### src/rtl/result_accumulator.sv
// Batch accumulator for 3-bit adder results: sums NUM_SAMPLES results, then holds
// the wrapped sum with a sticky overflow flag until downstream acknowledges it.
module result_accumulator #(
  parameter int NUM_SAMPLES = 4,
  parameter int ACC_WIDTH   = 8
) (
  input  logic                 i_clk,
  input  logic                 i_rst_n,
  input  logic                 i_valid,
  input  logic [2:0]           i_result,
  output logic                 o_ready,
  input  logic                 i_clear,
  output logic [ACC_WIDTH-1:0] o_sum,
  output logic                 o_sum_valid,
  input  logic                 i_sum_ack,
  output logic                 o_overflow,
  output logic [7:0]           o_count
);

  typedef enum logic [0:0] {
    ST_ACCUM = 1'b0,
    ST_HOLD  = 1'b1
  } state_t;

  localparam logic [7:0] LAST_IDX = 8'(NUM_SAMPLES - 1);

  state_t               state_r;
  state_t               state_next_s;
  logic [ACC_WIDTH-1:0] acc_r;
  logic [ACC_WIDTH-1:0] sum_r;
  logic                 ovf_r;
  logic [7:0]           count_r;
  logic                 accept_s;
  logic                 last_s;
  logic [ACC_WIDTH:0]   add_s;

  // Sample acceptance and the carry-extended running sum.
  always_comb begin
    accept_s = i_valid && (state_r == ST_ACCUM);
    last_s   = accept_s && (count_r == LAST_IDX);
    add_s    = {1'b0, acc_r} + {{(ACC_WIDTH-2){1'b0}}, i_result};
  end

  // State register.
  always_ff @(posedge i_clk or negedge i_rst_n) begin
    if (!i_rst_n) begin
      state_r <= ST_ACCUM;
    end else begin
      state_r <= state_next_s;
    end
  end

  // Next-state logic; clear overrides both completion and acknowledge.
  always_comb begin
    state_next_s = state_r;
    if (i_clear) begin
      state_next_s = ST_ACCUM;
    end else begin
      case (state_r)
        ST_ACCUM: begin
          if (last_s) state_next_s = ST_HOLD;
          else        state_next_s = ST_ACCUM;
        end
        ST_HOLD: begin
          if (i_sum_ack) state_next_s = ST_ACCUM;
          else           state_next_s = ST_HOLD;
        end
        default: state_next_s = ST_ACCUM;
      endcase
    end
  end

  // Handshake outputs decoded from the state register only.
  always_comb begin
    o_ready     = 1'b1;
    o_sum_valid = 1'b0;
    case (state_r)
      ST_ACCUM: begin
        o_ready     = 1'b1;
        o_sum_valid = 1'b0;
      end
      ST_HOLD: begin
        o_ready     = 1'b0;
        o_sum_valid = 1'b1;
      end
      default: begin
        o_ready     = 1'b1;
        o_sum_valid = 1'b0;
      end
    endcase
  end

  // Accumulator, count, sticky overflow and the presented sum.
  always_ff @(posedge i_clk or negedge i_rst_n) begin
    if (!i_rst_n) begin
      acc_r   <= {ACC_WIDTH{1'b0}};
      sum_r   <= {ACC_WIDTH{1'b0}};
      ovf_r   <= 1'b0;
      count_r <= 8'd0;
    end else if (i_clear) begin
      acc_r   <= {ACC_WIDTH{1'b0}};
      sum_r   <= {ACC_WIDTH{1'b0}};
      ovf_r   <= 1'b0;
      count_r <= 8'd0;
    end else begin
      case (state_r)
        ST_ACCUM: begin
          if (accept_s) begin
            acc_r   <= add_s[ACC_WIDTH-1:0];
            ovf_r   <= ovf_r | add_s[ACC_WIDTH];
            count_r <= count_r + 8'd1;
            // sum_r stays zero while collecting so o_sum reads 0 outside HOLD
            if (last_s) sum_r <= add_s[ACC_WIDTH-1:0];
            else        sum_r <= sum_r;
          end else begin
            acc_r <= acc_r;
          end
        end
        ST_HOLD: begin
          if (i_sum_ack) begin
            acc_r   <= {ACC_WIDTH{1'b0}};
            sum_r   <= {ACC_WIDTH{1'b0}};
            ovf_r   <= 1'b0;
            count_r <= 8'd0;
          end else begin
            acc_r <= acc_r;
          end
        end
        default: begin
          acc_r <= acc_r;
        end
      endcase
    end
  end

  assign o_sum      = sum_r;
  assign o_overflow = ovf_r;
  assign o_count    = count_r;

endmodule

### config.mk
export PLATFORM = sky130hd
export DESIGN_NAME = result_accumulator
export DESIGN_NICKNAME = d
export VERILOG_FILES = /design/src/rtl/result_accumulator.sv
export SDC_FILE = /design/constraint.sdc
export NUM_CORES = 1
export LEC_CHECK = 0
export CORE_MARGIN = 2
export CORE_UTILIZATION = 35
export CTS_BUF_LIST = sky130_fd_sc_hd__clkbuf_4
export DETAILED_ROUTE_END_ITERATION = 8
export GPL_TIMING_DRIVEN = 1
export PLACE_DENSITY = 0.69
export SLEW_MARGIN = 10
export SYNTH_ARGS = -nofsm -noshare
export SYNTH_HDL_FRONTEND = slang
export SYNTH_SLANG_ARGS = --single-unit
### constraint.sdc
create_clock -name i_clk -period 2.6 [get_ports i_clk]
set_clock_uncertainty 0.15 [all_clocks]
set_input_delay 0.26 -clock i_clk [delete_from_list [all_inputs] [get_ports i_clk]]
set_output_delay 0.26 -clock i_clk [all_outputs]
set_load 0.05 [all_outputs]
==> qor.yml <==
pwr:
  intPower_uw: 577
  pwr-share-clk_pct: 20.4
  vdd_drop_max_mv: 0.248
  seqPwrFrac_pct: 52.5
  p_comb_share_pct: 27.0
  leakagePower_uw: 0.000717
  total_power_uw: 870
  power.density_nw_per_um2: 506
  p_sw_share_pct: 33.8
  switchingPower_uw: 294
detailed_routing:
  num_vias: 1181
  met3_length_um: 145
  drt-wirelength-per-cell_um: 14.1
  top_layer_used: "met4"
  avgViaCountPerCell: 5.47
  wl_met1_um: 1430
  ant_nets: 0
  wl_um: 3060
  dr.pass1.iters: 5
  drc: 0
  drt_iter0_markers: 47
  routed-wl-met2_um: 1430
sta:
  finalSetupViolations: 0
  tns_ns: 0
  period_share_pct: 80.2
  worst_slew_pin_slew_ns: 0.507
  relSlewSlack_pct: 66.1
  hold_ws_ns: 0.128
  period_minus_slack_ns: 2.09
  rsz0062_at_grt: "false"
  fmax_mhz: 479
  finalHoldViolations: 0
  slew_violations: 0
  setup_ws_ns: 0.514
worst_setup_path:
  r2r_slack_ns: 0.58
  arrival_ns: 1.68
  critical_path.max_fanout: 8
  critPathLaunchType: "register"
  end_kind: "output pin"
  cp_num_buf_inv: 1
  rr_worst_depth: 6
  worstReg2RegEnd: "o_sum[6]$_DFFE_PN0P_"
  cpPeakStageDelay_ns: 0.86
  cp_cell_sequence: "clkdlybuf4s50_1"
  crit_slowest_cell: "clkdlybuf4s50_1"
  crit_family: "buffers and inverters"
  crit_required_ns: 2.19
  path_class: "reg2out"
  r2r-start: "acc_r[0]$_DFFE_PN0P_"
placed_design:
  dpl_cell_area_um2: 1690
  place_congestion: 0.831
  place_ws_ns: 0.273
  io_buffers: 26
  place_hpwl_um: 2230
synthesis:
  async_flop_share_pct: 100
  synth_top_area_share_pct: 47.8
  syn_area_um2: 1360
  synth_seq_area_share_pct: 47.8
  synth_top_flop_cell: "dfrtp_1"
  synth_xor_area_share_pct: 5.80
  ys_warn_count: 0
  synth_compound_area_share_pct: 22.2
  synth_area_per_cell_um2: 9.86
  synth_fa_ha_area_share_pct: 5.15
  synth_cells: 138
  synth_largest_area_cell: "dfrtp_1"
  synthMuxAreaShare_pct: 0
  synth.area.top_cells: "dfrtp_1, o21ai_0, nand2_1, o31ai_1, xnor2_1"
  synth_seq_cells: 26
  synth_top_family_by_area: "compound AO/OA/AOI/OAI gates"
  synth-simple-area-share_pct: 17.3
  synth_commonest_cells: "dfrtp_1, nand2_1, o21ai_0"
  ys_types: 35
  synth-edff-count: 0
  synthesis.nets: 151
  yosysMostFrequentCell: "dfrtp_1"
clocking:
  cts_setup_buffers: 0
  htree_levels: 1
  cts_made_buffers: 3
  root_buffer: "clkbuf_4"
  ctsResizeCount: 0
  clock_sinks: 26
  clockBufferDepth: 2
  path_clk_slew_ns: 0.15
  ctsHoldBuffers: 0
  worstSkewPairLatency_ns: 0.32
  cts_tree: "built"
die:
  coreArea_um2: 3690
  start_util_pct: 36.9
  io_pins: 27
  dieWidth_um: 66.3
  std_cell_rows: 22
  design.die.area_um2: 4400
  die_h_um: 66.3
worst_hold_path:
  hold_class: "in2async"
cells_and_area:
  insertedDiodeCount: 0
  design_area_um2: 1720
  syn2layout_area_growth_pct: 26.5
  drive_gt1_share_pct: 7.14
  fill_cells: 381
  fin_nets: 182
grt:
  grt_pass1_vias: 1109
  grt_pass1_wl_um: 5200
  track_usage_pct: 15.2
  antenna_found_initial: 0
  grt_remaining_overflow: 0
  grt_max_degree: 27
run:
  cap_violations: 0
outcome:
  status: "complete, no violations"
[layer usage]
| metal | vias up | GRT usage, % |
|---|---|---|
| met2 | 44 | 23.9 |
| met4 | 0 | 2.55 |
| li1 | 562 | - |
| met5 | - | 0 |
| met1 | 571 | 21.4 |
| met3 | 4 | 3.58 |
[power by group through the flow]
stage	Sequential (uW)	Combinational, uW	Clock (uW)
floorplan	510	106	0
global placement	463	231	0
detailed placement	465	235	0
CTS	458	237	182
global route	462	256	193
finish	457	235	178
[how the worst max path moves through the flow]
stage                     depth (start not counted)              startpoint                    to
after floorplan                                   6  o_count[0]$_DFFE_PN0P_  o_sum[2]$_DFFE_PN0P_
after global placement                            7             i_result[0]  o_sum[6]$_DFFE_PN0P_
after detailed placement                          7             i_result[0]  o_sum[6]$_DFFE_PN0P_
after CTS                                         2       state_r$_DFF_PN0_               o_ready
after global routing                              1  o_count[2]$_DFFE_PN0P_            o_count[2]
final                                             1  o_count[2]$_DFFE_PN0P_            o_count[2]
[cell type report]
cell class                 instances  area [um^2]  area share (%)
sequential                        26          651            37.8
timing repair buffer              30          290            16.9
clock buffer                       3         22.5            1.31
multi-input combinational        106          686            39.9
clock inverter                     1         3.75           0.218
tap                               48         60.1            3.49
inverter                           2         7.51           0.436
[per-stage QoR]
step,utilization [%],cells
CTS,46.6,216
floorplan,-,138
global placement,45.9,212
global route,46.6,216
detailed placement,45.9,212
finish,46.6,216
[placed cells by master, fill, tap and decap left out, types with 2 or more instances in the layout]
master           synthesis  routed
buf_4                    0       4
o31ai_1                  8       8
a21oi_1                  7       7
nand4_1                  2       2
dfrtp_1                 26      26
o21ai_0                 14      14
nand2_1                 18      18
a21o_1                   2       2
nand2b_1                 3       3
clkdlybuf4s50_1          0      26
xor2_1                   3       3
clkbuf_4                 0       3
and2_1                   2       2
nand3_1                  3       3
ha_1                     4       4
a31oi_1                  2       2
inv_1                    2       2
a22o_1                   5       5
nor2_1                  11      11
xnor2_1                  6       6
[sequential cells by signal, indices dropped and copies added (netlist names)]
| register | flops |
|---|---|
| acc_r | 8 |
| o_overflow | 1 |
| o_count | 8 |
| state_r | 1 |
| o_sum | 8 |
[cells by family (layout without fill, tap and decap cells)]
logic type,Yosys count,count (layout)
xor gates and xnor gates,9,9
adders and majority gates,5,5
and+or+nand+nor,48,48
DFF,26,26
AOI/OAI and AO/OA,44,44
buffers and inverters,6,36
(Power assumes the default switching activity.)
